File: src/rtl/mc_control_g7_pkg.sv
// Shared encodings for the multicycle RISC-V control slice: states, opcodes,
// ALU control codes, ALUOp codes and datapath mux selects.
package mc_control_g7_pkg;

   typedef enum logic [3:0] {
      S_FETCH    = 4'd0,
      S_DECODE   = 4'd1,
      S_MEMADR   = 4'd2,
      S_MEMREAD  = 4'd3,
      S_MEMWB    = 4'd4,
      S_MEMWRITE = 4'd5,
      S_EXECUTER = 4'd6,
      S_EXECUTEI = 4'd7,
      S_ALUWB    = 4'd8,
      S_BEQ      = 4'd9,
      S_JAL      = 4'd10,
      S_HALT     = 4'd11
   } state_t;

   localparam logic [3:0] ALU_ADD = 4'b0000;
   localparam logic [3:0] ALU_SUB = 4'b0001;
   localparam logic [3:0] ALU_AND = 4'b0010;
   localparam logic [3:0] ALU_OR  = 4'b0011;
   localparam logic [3:0] ALU_SRL = 4'b0100;

   localparam logic [6:0] OP_LW  = 7'b0000011;
   localparam logic [6:0] OP_SW  = 7'b0100011;
   localparam logic [6:0] OP_R   = 7'b0110011;
   localparam logic [6:0] OP_I   = 7'b0010011;
   localparam logic [6:0] OP_BR  = 7'b1100011;
   localparam logic [6:0] OP_JAL = 7'b1101111;

   localparam logic [1:0] ALUOP_ADD   = 2'b00;
   localparam logic [1:0] ALUOP_SUB   = 2'b01;
   localparam logic [1:0] ALUOP_FUNCT = 2'b10;

   localparam logic [1:0] RES_ALUOUT    = 2'b00;
   localparam logic [1:0] RES_DATA      = 2'b01;
   localparam logic [1:0] RES_ALURESULT = 2'b10;

   localparam logic [1:0] SRCA_PC    = 2'b00;
   localparam logic [1:0] SRCA_OLDPC = 2'b01;
   localparam logic [1:0] SRCA_RS1   = 2'b10;

   localparam logic [1:0] SRCB_RS2  = 2'b00;
   localparam logic [1:0] SRCB_IMM  = 2'b01;
   localparam logic [1:0] SRCB_FOUR = 2'b10;

   localparam logic [1:0] IMM_I = 2'b00;
   localparam logic [1:0] IMM_S = 2'b01;
   localparam logic [1:0] IMM_B = 2'b10;
   localparam logic [1:0] IMM_J = 2'b11;

endpackage

File: src/rtl/mc_control_g7_alu_decoder.sv
// Combinational ALU decoder: ALUOp plus instruction function fields -> ALUControl.
// alu_illegal flags function fields that have no ALU operation, independent of ALUOp.
module alu_decoder_g7
   import mc_control_g7_pkg::*;
(
   input  logic [1:0] alu_op,
   input  logic [2:0] funct3,
   input  logic       op5,
   input  logic       funct7b5,
   output logic [3:0] alu_control,
   output logic       alu_illegal
);

   logic [3:0] funct_ctrl;

   always_comb begin
      funct_ctrl  = ALU_ADD;
      alu_illegal = 1'b0;
      case (funct3)
         3'b000:  funct_ctrl = (op5 & funct7b5) ? ALU_SUB : ALU_ADD;
         3'b111:  funct_ctrl = ALU_AND;
         3'b110:  funct_ctrl = ALU_OR;
         3'b101: begin
            funct_ctrl  = ALU_SRL;
            alu_illegal = funct7b5;
         end
         default: alu_illegal = 1'b1;
      endcase
   end

   always_comb begin
      case (alu_op)
         ALUOP_SUB:   alu_control = ALU_SUB;
         ALUOP_FUNCT: alu_control = funct_ctrl;
         default:     alu_control = ALU_ADD;
      endcase
   end

endmodule

File: src/rtl/mc_control_g7.sv
// Multicycle RISC-V control FSM (fetch/decode/execute/memory/writeback).
// Optional macro G7_BNE_EN makes bne (branch funct3=001) legal.
module mc_control_g7
   import mc_control_g7_pkg::*;
#(
   parameter bit ILLEGAL_HALT = 1'b1
) (
   input  logic       clk,
   input  logic       reset,
   input  logic [6:0] op,
   input  logic [2:0] funct3,
   input  logic       funct7b5,
   input  logic       zero,
   output logic       PCWrite,
   output logic       AdrSrc,
   output logic       MemWrite,
   output logic       IRWrite,
   output logic [1:0] ResultSrc,
   output logic [1:0] ALUSrcA,
   output logic [1:0] ALUSrcB,
   output logic [1:0] ImmSrc,
   output logic       RegWrite,
   output logic [3:0] ALUControl,
   output logic       illegal,
   output logic [3:0] state_o
);

   state_t     state, next_state;
   logic [1:0] alu_op;
   logic       funct_illegal;
   logic       decode_illegal;
   logic       branch_take;

   alu_decoder_g7 u_alu_dec (
      .alu_op      (alu_op),
      .funct3      (funct3),
      .op5         (op[5]),
      .funct7b5    (funct7b5),
      .alu_control (ALUControl),
      .alu_illegal (funct_illegal)
   );

   always_comb begin
      case (op)
         OP_LW, OP_SW: decode_illegal = (funct3 != 3'b010);
         OP_R, OP_I:   decode_illegal = funct_illegal;
`ifdef G7_BNE_EN
         OP_BR:        decode_illegal = (funct3 != 3'b000) && (funct3 != 3'b001);
`else
         OP_BR:        decode_illegal = (funct3 != 3'b000);
`endif
         OP_JAL:       decode_illegal = 1'b0;
         default:      decode_illegal = 1'b1;
      endcase
   end

`ifdef G7_BNE_EN
   assign branch_take = funct3[0] ? ~zero : zero;
`else
   assign branch_take = zero;
`endif

   always_ff @(posedge clk) begin
      if (reset) state <= S_FETCH;
      else       state <= next_state;
   end

   always_comb begin
      next_state = S_FETCH;
      case (state)
         S_FETCH:  next_state = S_DECODE;
         S_DECODE: begin
            if (decode_illegal)
               next_state = ILLEGAL_HALT ? S_HALT : S_FETCH;
            else begin
               case (op)
                  OP_LW, OP_SW: next_state = S_MEMADR;
                  OP_R:         next_state = S_EXECUTER;
                  OP_I:         next_state = S_EXECUTEI;
                  OP_BR:        next_state = S_BEQ;
                  OP_JAL:       next_state = S_JAL;
                  default:      next_state = S_FETCH;
               endcase
            end
         end
         S_MEMADR:   next_state = op[5] ? S_MEMWRITE : S_MEMREAD;
         S_MEMREAD:  next_state = S_MEMWB;
         S_EXECUTER: next_state = S_ALUWB;
         S_EXECUTEI: next_state = S_ALUWB;
         S_JAL:      next_state = S_ALUWB;
         S_HALT:     next_state = S_HALT;
         default:    next_state = S_FETCH;
      endcase
   end

   always_comb begin
      PCWrite   = 1'b0;
      AdrSrc    = 1'b0;
      MemWrite  = 1'b0;
      IRWrite   = 1'b0;
      RegWrite  = 1'b0;
      ResultSrc = RES_ALUOUT;
      ALUSrcA   = SRCA_PC;
      ALUSrcB   = SRCB_RS2;
      ImmSrc    = IMM_I;
      alu_op    = ALUOP_ADD;
      illegal   = 1'b0;
      case (state)
         S_FETCH: begin
            IRWrite   = 1'b1;
            PCWrite   = 1'b1;
            ALUSrcB   = SRCB_FOUR;
            ResultSrc = RES_ALURESULT;
         end
         S_DECODE: begin
            ALUSrcA = SRCA_OLDPC;
            ALUSrcB = SRCB_IMM;
         end
         S_MEMADR: begin
            ALUSrcA = SRCA_RS1;
            ALUSrcB = SRCB_IMM;
            ImmSrc  = op[5] ? IMM_S : IMM_I;
         end
         S_MEMREAD:  AdrSrc = 1'b1;
         S_MEMWB: begin
            ResultSrc = RES_DATA;
            RegWrite  = 1'b1;
         end
         S_MEMWRITE: begin
            AdrSrc   = 1'b1;
            MemWrite = 1'b1;
         end
         S_EXECUTER: begin
            ALUSrcA = SRCA_RS1;
            alu_op  = ALUOP_FUNCT;
         end
         S_EXECUTEI: begin
            ALUSrcA = SRCA_RS1;
            ALUSrcB = SRCB_IMM;
            alu_op  = ALUOP_FUNCT;
         end
         S_ALUWB:    RegWrite = 1'b1;
         S_BEQ: begin
            ALUSrcA = SRCA_RS1;
            ImmSrc  = IMM_B;
            alu_op  = ALUOP_SUB;
            PCWrite = branch_take;
         end
         S_JAL: begin
            ALUSrcA = SRCA_OLDPC;
            ALUSrcB = SRCB_FOUR;
            ImmSrc  = IMM_J;
            PCWrite = 1'b1;
         end
         S_HALT:     illegal = 1'b1;
         default: ;
      endcase
      // Reset gates every side effect, including the one-cycle window before the state register clears.
      if (reset) begin
         PCWrite  = 1'b0;
         IRWrite  = 1'b0;
         MemWrite = 1'b0;
         RegWrite = 1'b0;
         illegal  = 1'b0;
      end
   end

   assign state_o = state;

endmodule

File: config.mk
export PLATFORM = sky130hd
export DESIGN_NAME = mc_control_g7
export DESIGN_NICKNAME = d
export VERILOG_FILES = /design/src/rtl/mc_control_g7_pkg.sv /design/src/rtl/mc_control_g7_alu_decoder.sv /design/src/rtl/mc_control_g7.sv
export SDC_FILE = /design/constraint.sdc
export NUM_CORES = 1
export LEC_CHECK = 0
export ABC_AREA = 0
export CAP_MARGIN = 0
export CELL_PAD_IN_SITES_DETAIL_PLACEMENT = 0
export CELL_PAD_IN_SITES_GLOBAL_PLACEMENT = 2
export CORE_ASPECT_RATIO = 2
export CORE_MARGIN = 2
export CORE_UTILIZATION = 18
export CTS_BUF_LIST = sky130_fd_sc_hd__clkbuf_2
export DETAILED_ROUTE_END_ITERATION = 8
export PLACE_DENSITY_LB_ADDON = 0.1
export SKIP_LAST_GASP = 1
export SLEW_MARGIN = 20
export SYNTH_ARGS = -nofsm -noshare
export SYNTH_HDL_FRONTEND = slang
export SYNTH_SLANG_ARGS = --single-unit
export TNS_END_PERCENT = 20
File: constraint.sdc
create_clock -name clk -period 1.4 [get_ports clk]
set_clock_uncertainty 0.05 [all_clocks]
set_input_delay 0.14 -clock clk [delete_from_list [all_inputs] [get_ports clk]]
set_output_delay 0.14 -clock clk [all_outputs]
set_load 0.1 [all_outputs]
==> results.tsv, run 1 <==
metric	value	unit
failing checks	negative setup slack	
clock latency on the worst-skew pair	0.23	ns
WS Path Type	reg2out	
placed cell area	1632	µm²
Worst Hold End	state_o[1]	
total gr overflow	0	
Synth top cells by count	nor2_1, nand2_1, nor3_1	
Crit. End Element	output port	
# IOs	36	
Core Area	3607	µm²
clock slew at reported path FFs	0.07	ns
global-route usage over all layers	0.1406	
CTS sink cnt	4	
die width	47.08	µm
fill cell count	372	
most common cell in the netlist	nor2_1	
Synth Instances	100	
Initial Utilization	0.1852	
Worst Setup Slack post-DPL	-0.4270	ns
GPL Wtd Cong	0.7376	
Antenna diodes	0	
final net count	183	
DR DRC count	0	
post-route ant nets	0	
met2 usage	0.2705	
total CTS buffers	3	
# Max-Cap Violations	0	
reg-to-reg setup timing slack	-0.14	ns
Worst Min Path Start	state_o[2]	
post-route cell area	1797	µm²
Flop pwr share	0.079	
outcome	finished, violations left	
final core utilization	0.4981	
Max Fanout on Critical Path	3	
Psw	1.081	mW
largest net degree at the start of global routing	20	
Pwr Density	1103	nW/µm²
final slew viol count	0	
RSZ-0062 raised after global routing	true	
Ys Warns	0	
Hold Crit Class	reg2reg	
Internal	0.9009	mW
Clk pwr share	0.069	
vias in the first global route	1038	
setup TNS	-4.312	ns
Yosys cell types	33	
Comb power frac	0.852	
CTS tree	yes	
Seq cells post-synth	4	
layout cells sized above 1	0.5964	
Post-synth EDFFs	0	
violation count after the first detailed-route iteration	5	
post-route insts no fill	215	
Yosys top cell area share	0.1199	
Fin. Hold Viols	0	
post-route worst setup slack	-0.3469	ns
max reg flops	4	
total number of vias	981	
global-route wire length before repair	4464	µm
post-synthesis sequential area ratio	0.1199	
met1 GRT Util	0.1371	
switching part of the total power	0.5455	
Root Driver	clkbuf_2	
depth of the most critical reg-to-reg path	6	
r2r endpoint	state_o[1]	
CTS H-tree depth	1	
final period utilization	1.248	
ranking of synthesized cells by area	dfxtp_1, nor2_1, nor3_1	
crit path time final	1.747	ns
CTS hold repair buffers	0	
Fmax	572.4	MHz
P&R area growth vs syn	168.9	%
Main synth FF type	dfxtp_1	
Data arrival, critical path	1.56	ns
crit-path max cell delay	0.35	ns
CP max stage cell	dfxtp_4	
row count	31	
wire per inst	12.15	µm
Synth Area per Inst	6.681	µm²
Die ar.	4245	µm²
Post-synth ARST share	0	
initial antenna violation count	0	
Pre-Repair DR Iteration Count	3	
dpl hpwl	2175	µm
Post-Synthesis Net Count	116	
area leader, netlist	dfxtp_1	
port bufs	34	
DR vias/cell	4.563	
global routing usage on met3	0.006024	
GR peak layer	met2	
Final Setup Violations	21	
cell depth of the worst hold path	2	
die height	90.16	µm
final wirelength	2613	µm
CTS max path bufs	2	
RR Startpoint	state_o[3]	
LEAKAGE	0.7195	nW
worst path cell trace	nand2b_4 > nor2_4 > ha_4 > nor3b_4 > buf_12	
placed instance count	208	
startpoint types	register	
cell area after synthesis	668.1	µm²
maximum VDD drop	0.0004521	V
Data required, critical path	1.21	ns
[how the worst max path moves through the flow]
stage | slack (ns) | endpoint | depth (start not counted) | start
2_1_floorplan | -1.43 | IRWrite | 4 | state_o[3]
6_report | -0.35 | ALUControl[1] | 5 | state_o[1]
3_5_place_dp | -0.43 | state_o[2] | 5 | funct3[1]
3_3_place_gp | -0.40 | state_o[1] | 6 | funct3[0]
5_1_grt | -0.39 | ALUControl[1] | 6 | state_o[2]
4_1_cts | -0.38 | ALUControl[1] | 6 | state_o[2]
[power by group through the flow]
stage	clock network (mW)	logic, mW	registers, mW
final	0.136	1.69	0.157
after global routing	0.141	1.77	0.159
after CTS	0.135	1.69	0.154
after detailed placement	0	1.59	0.149
after global placement	0	1.59	0.148
after floorplan	0	0.873	0.263
[routing by layer]
metal  vias to the layer above  part of all wire  routed length, µm
li1                        493                 -                  -
met1                       453              0.31                812
met2                        29              0.64               1674
met3                         6             0.026                 67
met4                         0             0.023                 59
met5                         -                 0                  0
[cells in the final DEF, fill, tap and decap left out, types with 3 or more instances in the layout]
| master | instances |
|---|---|
| buf_4 | 32 |
| buf_12 | 22 |
| clkdlybuf4s50_1 | 13 |
| nor2_1 | 8 |
| nand2_1 | 7 |
| a21oi_1 | 4 |
| clkbuf_2 | 4 |
| buf_6 | 4 |
| nand2b_4 | 3 |
| a22oi_1 | 3 |
| nor2_2 | 3 |
| nor3_2 | 3 |
| nand2b_1 | 3 |
| o21ai_1 | 3 |
| o21ai_0 | 3 |
| nor3_1 | 3 |
| dfxtp_4 | 3 |
[cell type report]
cell class / instances / area (µm²) / area share
Timing Repair Buffer: 71 / 855.8 / 0.4763
Multi-Input combinational cell: 84 / 755.7 / 0.4206
Sequential cell: 4 / 92.59 / 0.05153
Tap cell: 49 / 61.31 / 0.03412
Clock buffer: 4 / 20.02 / 0.01114
Inverter: 3 / 11.26 / 0.006267
[worst max-delay path: cells and delay by family (launching register included)]
family | cells | cell delay [ns]
AND/OR/NAND/NOR | 3 | 0.53
buffers and inverters | 1 | 0.20
flip-flops | 1 | 0.35
adder cells (fa/ha/maj) | 1 | 0.24
[what timing repair did]
item	CTS	global route
pin swaps	8	4
setup buffers	3	0
gates resized for setup	16	11
setup endpoints to repair	21	21
[stage by stage]
stage / power [mW] / hold slack [ns]
6_report: 1.982 / 0.5697
5_1_grt: 2.067 / 0.5913
4_1_cts: 1.977 / 0.5972
3_5_place_dp: 1.743 / 0.5816
3_3_place_gp: 1.734 / 0.5803
2_1_floorplan: 1.136 / 0.2696
[cells by family after synthesis]
family          count (synthesis)  synth area share
other cells                     1          0.005613
simple gates                   54            0.4288
compound gates                 25            0.2903
flops                           4            0.1199
xor+xnor                        2           0.02622
buf+inv                        12           0.09175
fa+ha+maj                       2           0.03745
Power figures use the tool's default switching activity.
==> inputs of run 2 (changes only) <==
--- a/config.mk
+++ b/config.mk
@@ -15,6 +15,7 @@
 export CTS_BUF_LIST = sky130_fd_sc_hd__clkbuf_2
 export DETAILED_ROUTE_END_ITERATION = 8
 export PLACE_DENSITY_LB_ADDON = 0.1
+export SETUP_SLACK_MARGIN = 0.3
 export SKIP_LAST_GASP = 1
 export SLEW_MARGIN = 20
 export SYNTH_ARGS = -nofsm -noshare
==> run 2 against run 1 <==
Net effect:
- critical path type unchanged
- clock power about the same
- total power increased by 0.42%
- cell area hardly changed
- the flow still finishes with violations (negative setup slack)
==> results.tsv, run 2 (synthesis gave the netlist of run 1 again) <==
metric	value	unit	change
Worst Hold Slack	0.5885	ns	+0.01889 ns
most common cell after layout, fill and taps aside	buf_4		
setup TNS	-4.936	ns	-0.6239 ns
crit path time final	1.756	ns	+0.009014 ns
commonest non-fill, non-tap cells in the layout	buf_4, buf_12, clkdlybuf4s50_1		
GPL Wtd Cong	0.7408		+0.43%
Core Area	3607	µm²	unchanged
maximum VDD drop	0.0005092	V	+13%
Sequential Area	92.59	µm²	unchanged
vias in the first global route	1012		-2.5%
layout cells sized above 1	0.5952		-0.001147
Fmax	569.5	MHz	-0.51%
CTS sink cnt	4		unchanged
Pre-Repair DR Iteration Count	4		+1
total gr overflow	0		unchanged
r2r endpoint	state_o[1]		
total number of vias	968		-1.3%
WS Path Type	reg2out		
Data arrival, critical path	1.57	ns	about the same
total CTS buffers	3		unchanged
die height	90.16	µm	unchanged
area of the multi-input gates	738.2	µm²	-2.3%
CTS tree	yes		
final slew viol count	0		unchanged
P&R area growth vs syn	169.1	%	about the same
port bufs	34		unchanged
RR Startpoint	state_o[1]		
Root Driver	clkbuf_2		
startpoint types	register		
CTS max path bufs	2		unchanged
die width	47.08	µm	unchanged
DR DRC count	0		unchanged
dpl hpwl	2120	µm	-2.5%
initial antenna violation count	0		unchanged
CTS hold repair buffers	0		unchanged
row count	31		unchanged
CP Launch Point	state_o[2]		
delay-heaviest family, CP	simple AND/OR/NAND/NOR gates		
placed instance count	209		+0.48%
global-route wire length before repair	4526	µm	+1.4%
Fin. Hold Viols	0		unchanged
fill cell count	363		-2.4%
final net count	185		+1.1%
reg-to-reg setup timing slack	-0.14	ns	about the same
failing checks	negative setup slack		
CTS H-tree depth	1		unchanged
WP buf/inv	2		+1
crit-path max cell delay	0.34	ns	about the same
Final Setup Violations	21		unchanged
Data required, critical path	1.21	ns	about the same
# Max-Cap Violations	0		unchanged
largest net degree at the start of global routing	20		unchanged
Hold Crit Class	reg2reg		
depth of the most critical reg-to-reg path	7		+1
post-route worst setup slack	-0.3559	ns	-0.009014 ns
violation count after the first detailed-route iteration	15		+10
Antenna diodes	0		unchanged
# IOs	36		unchanged
Pwr Density	1107	nW/µm²	+0.35%
max reg flops	4		unchanged
worst path cell trace	nor2b_2 > and2_4 > inv_2 > ha_4 > nor3b_4 > buf_12		
clock latency on the worst-skew pair	0.24	ns	about the same
Worst Hold End	state_o[1]		
Die ar.	4245	µm²	unchanged
Power, Total	1.991	mW	+0.42%
final core utilization	0.4984		about the same
wire per inst	11.75	µm	-3.3%
placed cell area	1639	µm²	+0.46%
DR vias/cell	4.461		-2.2%
post-route cell area	1798	µm²	about the same
Initial Utilization	0.1852		unchanged
cell depth of the worst hold path	2		unchanged
global-route usage over all layers	0.1401		-0.0005284
final wirelength	2549	µm	-2.4%
Worst Setup Slack post-DPL	-0.4235	ns	+0.003544 ns
Crit. End Element	output port		
post-route insts no fill	217		+0.93%
post-route ant nets	0		unchanged
CP max stage cell	dfxtp_4		
LEAKAGE	0.7181	nW	-0.19%
RSZ-0062 raised after global routing	true		
final period utilization	1.254		+0.006439
clock slew at reported path FFs	0.07	ns	about the same
outcome	finished, violations left		
Max Fanout on Critical Path	3		unchanged
Worst Min Path Start	state_o[2]		
==> run 2: layout make-up <==
class | instances | share of cell area
clock buffer | 4 | 0.01113
inverter | 3 | 0.006263
multi-input combinational | 84 | 0.4106
sequential | 4 | 0.05150
tap | 49 | 0.03410
timing repair buffer | 73 | 0.4864
==> run 2: worst reg2reg max path, cell delays in order (launching register included) <==
cell and delay [ns]:
dfxtp_4 0.35, buf_6 0.11, buf_8 0.12, xnor2_2 0.14, buf_4 0.13, buf_4 0.09
a22oi_1 0.11, a2111oi_2 0.33
==> run 2: how the worst max path moves through the flow <==
stage                         end  depth (start not counted)
floorplan                 IRWrite                          4
global placement       state_o[1]                          6
detailed placement     state_o[2]                          5
CTS                 ALUControl[1]                          5
global route        ALUControl[0]                          7
finish              ALUControl[1]                          6
==> run 2: report_power, final <==
part / leakage (nW) / switching (mW) / internal (mW)
Combinational: 0.666 / 1.00 / 0.699
Clock: 0.0166 / 0.0615 / 0.0753
Sequential: 0.0353 / 0.0200 / 0.134
==> run 2: per-layer routing <==
layer	up-vias	track usage	wire, µm
met3	3	0.01205	68
met1	439	0.1512	830
met5	-	0	0
met2	30	0.2580	1621
li1	496	-	-
met4	0	0.04861	30
==> run 2: what timing repair did <==
| action | in CTS | in global routing |
|---|---|---|
| setup buffers | 4 | 0 |
| pin swaps | 9 | 3 |
| setup endpoints to repair | 24 | 25 |
| gates resized for setup | 20 | 4 |
==> inputs of run 3 (changes only) <==
--- a/config.mk
+++ b/config.mk
@@ -11,7 +11,7 @@
 export CELL_PAD_IN_SITES_GLOBAL_PLACEMENT = 2
 export CORE_ASPECT_RATIO = 2
 export CORE_MARGIN = 2
-export CORE_UTILIZATION = 18
+export CORE_UTILIZATION = 21
 export CTS_BUF_LIST = sky130_fd_sc_hd__clkbuf_2
 export DETAILED_ROUTE_END_ITERATION = 8
 export PLACE_DENSITY_LB_ADDON = 0.1
==> constraint.sdc (replaced) <==
create_clock -name clk -period 2.12 [get_ports clk]
set_clock_uncertainty 0.05 [all_clocks]
set_input_delay 0.212 -clock clk [delete_from_list [all_inputs] [get_ports clk]]
set_output_delay 0.212 -clock clk [all_outputs]
set_load 0.1 [all_outputs]
==> run 3 against run 2 <==
Net effect:
- the flow now finishes without violations
- non-clock buffer count decreased by 23
- flip-flop and latch count unchanged
- global-route usage increased by 0.62 points
- critical endpoint unchanged
- register-to-register slack improved by 0.75 ns
- cell count decreased by 19%
- setup slack improved by 0.66 ns
- wire length decreased by 5.4%
- core utilization decreased by 1.2 points
- sequential share of layout area increased by 0.95 points
==> results.tsv, run 3 (synthesis gave the netlist of run 1 again) <==
metric	value	unit	change
outcome	finished clean		
Data arrival, critical path	1.55	ns	-0.02 ns
CTS hold repair buffers	0		unchanged
Clk pwr share	0.072		+0.003
total gr overflow	0		unchanged
P&R area growth vs syn	127.2	%	
post-route ant nets	0		unchanged
post-route cell area	1518	µm²	-16%
Internal	0.4932	mW	-46%
# IOs	36		unchanged
Pre-Repair DR Iteration Count	2		-2
Initial Utilization	0.2141		+0.02889
GPL Wtd Cong	0.8621		+16%
Data required, critical path	1.86	ns	+0.65 ns
row count	29		-6.5%
placed instance count	167		-20%
crit-path max cell delay	0.36	ns	+0.02 ns
global-route usage over all layers	0.1463		+0.006163
final wirelength	2412	µm	-5.4%
Psw	0.6809	mW	-37%
CTS tree	yes		
Sequential Area	92.59	µm²	unchanged
worst path cell trace	nor2b_1 > and2_4 > inv_2 > ha_4 > nor3b_4 > buf_12		
violation count after the first detailed-route iteration	2		-13
placed cell area	1374	µm²	-16%
Antenna diodes	0		unchanged
final net count	162		-12%
Final Setup Violations	0		-100%
global-route wire length before repair	4119	µm	-9.0%
fill cell count	317		-13%
layout cells sized above 1	0.5241		-0.07110
Pwr Density	773.6	nW/µm²	-30%
vias in the first global route	967		-4.4%
worst relative slew slack	0.6593		
max reg flops	4		unchanged
total number of vias	889		-8.2%
CTS H-tree depth	1		unchanged
WS Path Type	reg2out		
initial antenna violation count	0		unchanged
post-route insts no fill	176		-19%
LEAKAGE	0.6026	nW	-16%
Root Driver	clkbuf_2		
CTS max path bufs	2		unchanged
wire per inst	13.70	µm	+17%
Hold Crit Class	reg2reg		
switching part of the total power	0.5799		+0.03647
Comb power frac	0.839		-0.015
Fmax	550.7	MHz	
setup TNS	0	ns	+4.936 ns
die height	83.77	µm	-7.1%
largest net degree at the start of global routing	20		unchanged
CP max stage cell	dfxtp_4		
Flop pwr share	0.089		+0.011
port bufs	34		unchanged
cell depth of the worst hold path	3		+1
# Max-Cap Violations	0		unchanged
final period utilization	0.8565		
Max Fanout on Critical Path	4		+1
dpl hpwl	1990	µm	-6.1%
startpoint types	register		
final core utilization	0.4864		-0.01207
Die ar.	3676	µm²	-13%
commonest non-fill, non-tap cells in the layout	buf_4, buf_12, clkdlybuf4s50_1		
DR vias/cell	5.051		+13%
most common cell after layout, fill and taps aside	buf_4		
CTS sink cnt	4		unchanged
Crit. End Element	output port		
Fin. Hold Viols	0		unchanged
final slew viol count	0		unchanged
clock slew at reported path FFs	0.05	ns	-0.02 ns
clock latency on the worst-skew pair	0.21	ns	-0.03 ns
die width	43.89	µm	-6.8%
maximum VDD drop	0.0003178	V	-38%
total CTS buffers	3		unchanged
Slew @ Worst Pin	0.5095	ns	
DR DRC count	0		unchanged
depth of the most critical reg-to-reg path	6		-1
Core Area	3120	µm²	-13%
RSZ-0062 raised after global routing	true		
area of the multi-input gates	724.4	µm²	-1.9%
crit path time final	1.816	ns	
[run 3: cell count changes in the layout (fill, tap and decap cells not counted), sizes merged]
cell | previous run | this run
dlymetal6s2s | 0 | 1
buf | 60 | 37
clkdlybuf4s50 | 13 | 12
[run 3: final timing paths]
path              startpoint            end  slack, ns
hold reg to reg   state_o[3]     state_o[3]       0.56
setup / recovery  state_o[2]  ALUControl[1]       0.30
setup reg to reg  state_o[0]     state_o[1]       0.61
hold / removal    state_o[3]     state_o[3]       0.56
[run 3: per-layer routing]
layer | share of wire | global-route usage
met5 | 0 | 0
met4 | 0.025 | 0.07713
met3 | 0.030 | 0.006494
met2 | 0.63 | 0.2968
met1 | 0.32 | 0.1276
[run 3: critical path, delay by kind of cell (launching register included)]
family | cells | cell delay (ns)
AND/OR/NAND/NOR | 3 | 0.52
flip-flops | 1 | 0.36
buffers and inverters | 2 | 0.24
adder cells (fa/ha/maj) | 1 | 0.22
[run 3: per-stage QoR]
step	power, mW	setup WS, ns	hold slack [ns]
2_1_floorplan	0.7501	-0.7772	0.3416
3_3_place_gp	1.032	0.1970	0.5802
3_5_place_dp	1.036	0.1559	0.5801
4_1_cts	1.172	0.2631	0.5621
5_1_grt	1.233	0.2335	0.5869
6_report	1.174	0.3041	0.5642
[run 3: what timing repair did]
| action | 4_1_cts | 5_1_grt |
|---|---|---|
| gates resized for setup | 11 | 8 |
| setup endpoints to repair | 5 | 12 |
| pin swaps | 4 | 4 |
| buffers inserted | 5 | 0 |
[run 3: final cells by class]
| type | count | area share |
|---|---|---|
| inverters | 3 | 0.007420 |
| well taps | 31 | 0.02556 |
| flip-flops and latches | 4 | 0.06101 |
| clock buffers | 4 | 0.01319 |
| repair buffers | 50 | 0.4155 |
| multi-input cells | 84 | 0.4773 |
[run 3: power groups by stage]
stage	Clock [mW]	Combinational (mW)	Sequential [mW]
after CTS	0.0882	0.979	0.105
after detailed placement	0	0.915	0.121
after floorplan	0	0.576	0.174
after global routing	0.0937	1.03	0.107
final	0.0843	0.985	0.105
after global placement	0	0.913	0.119
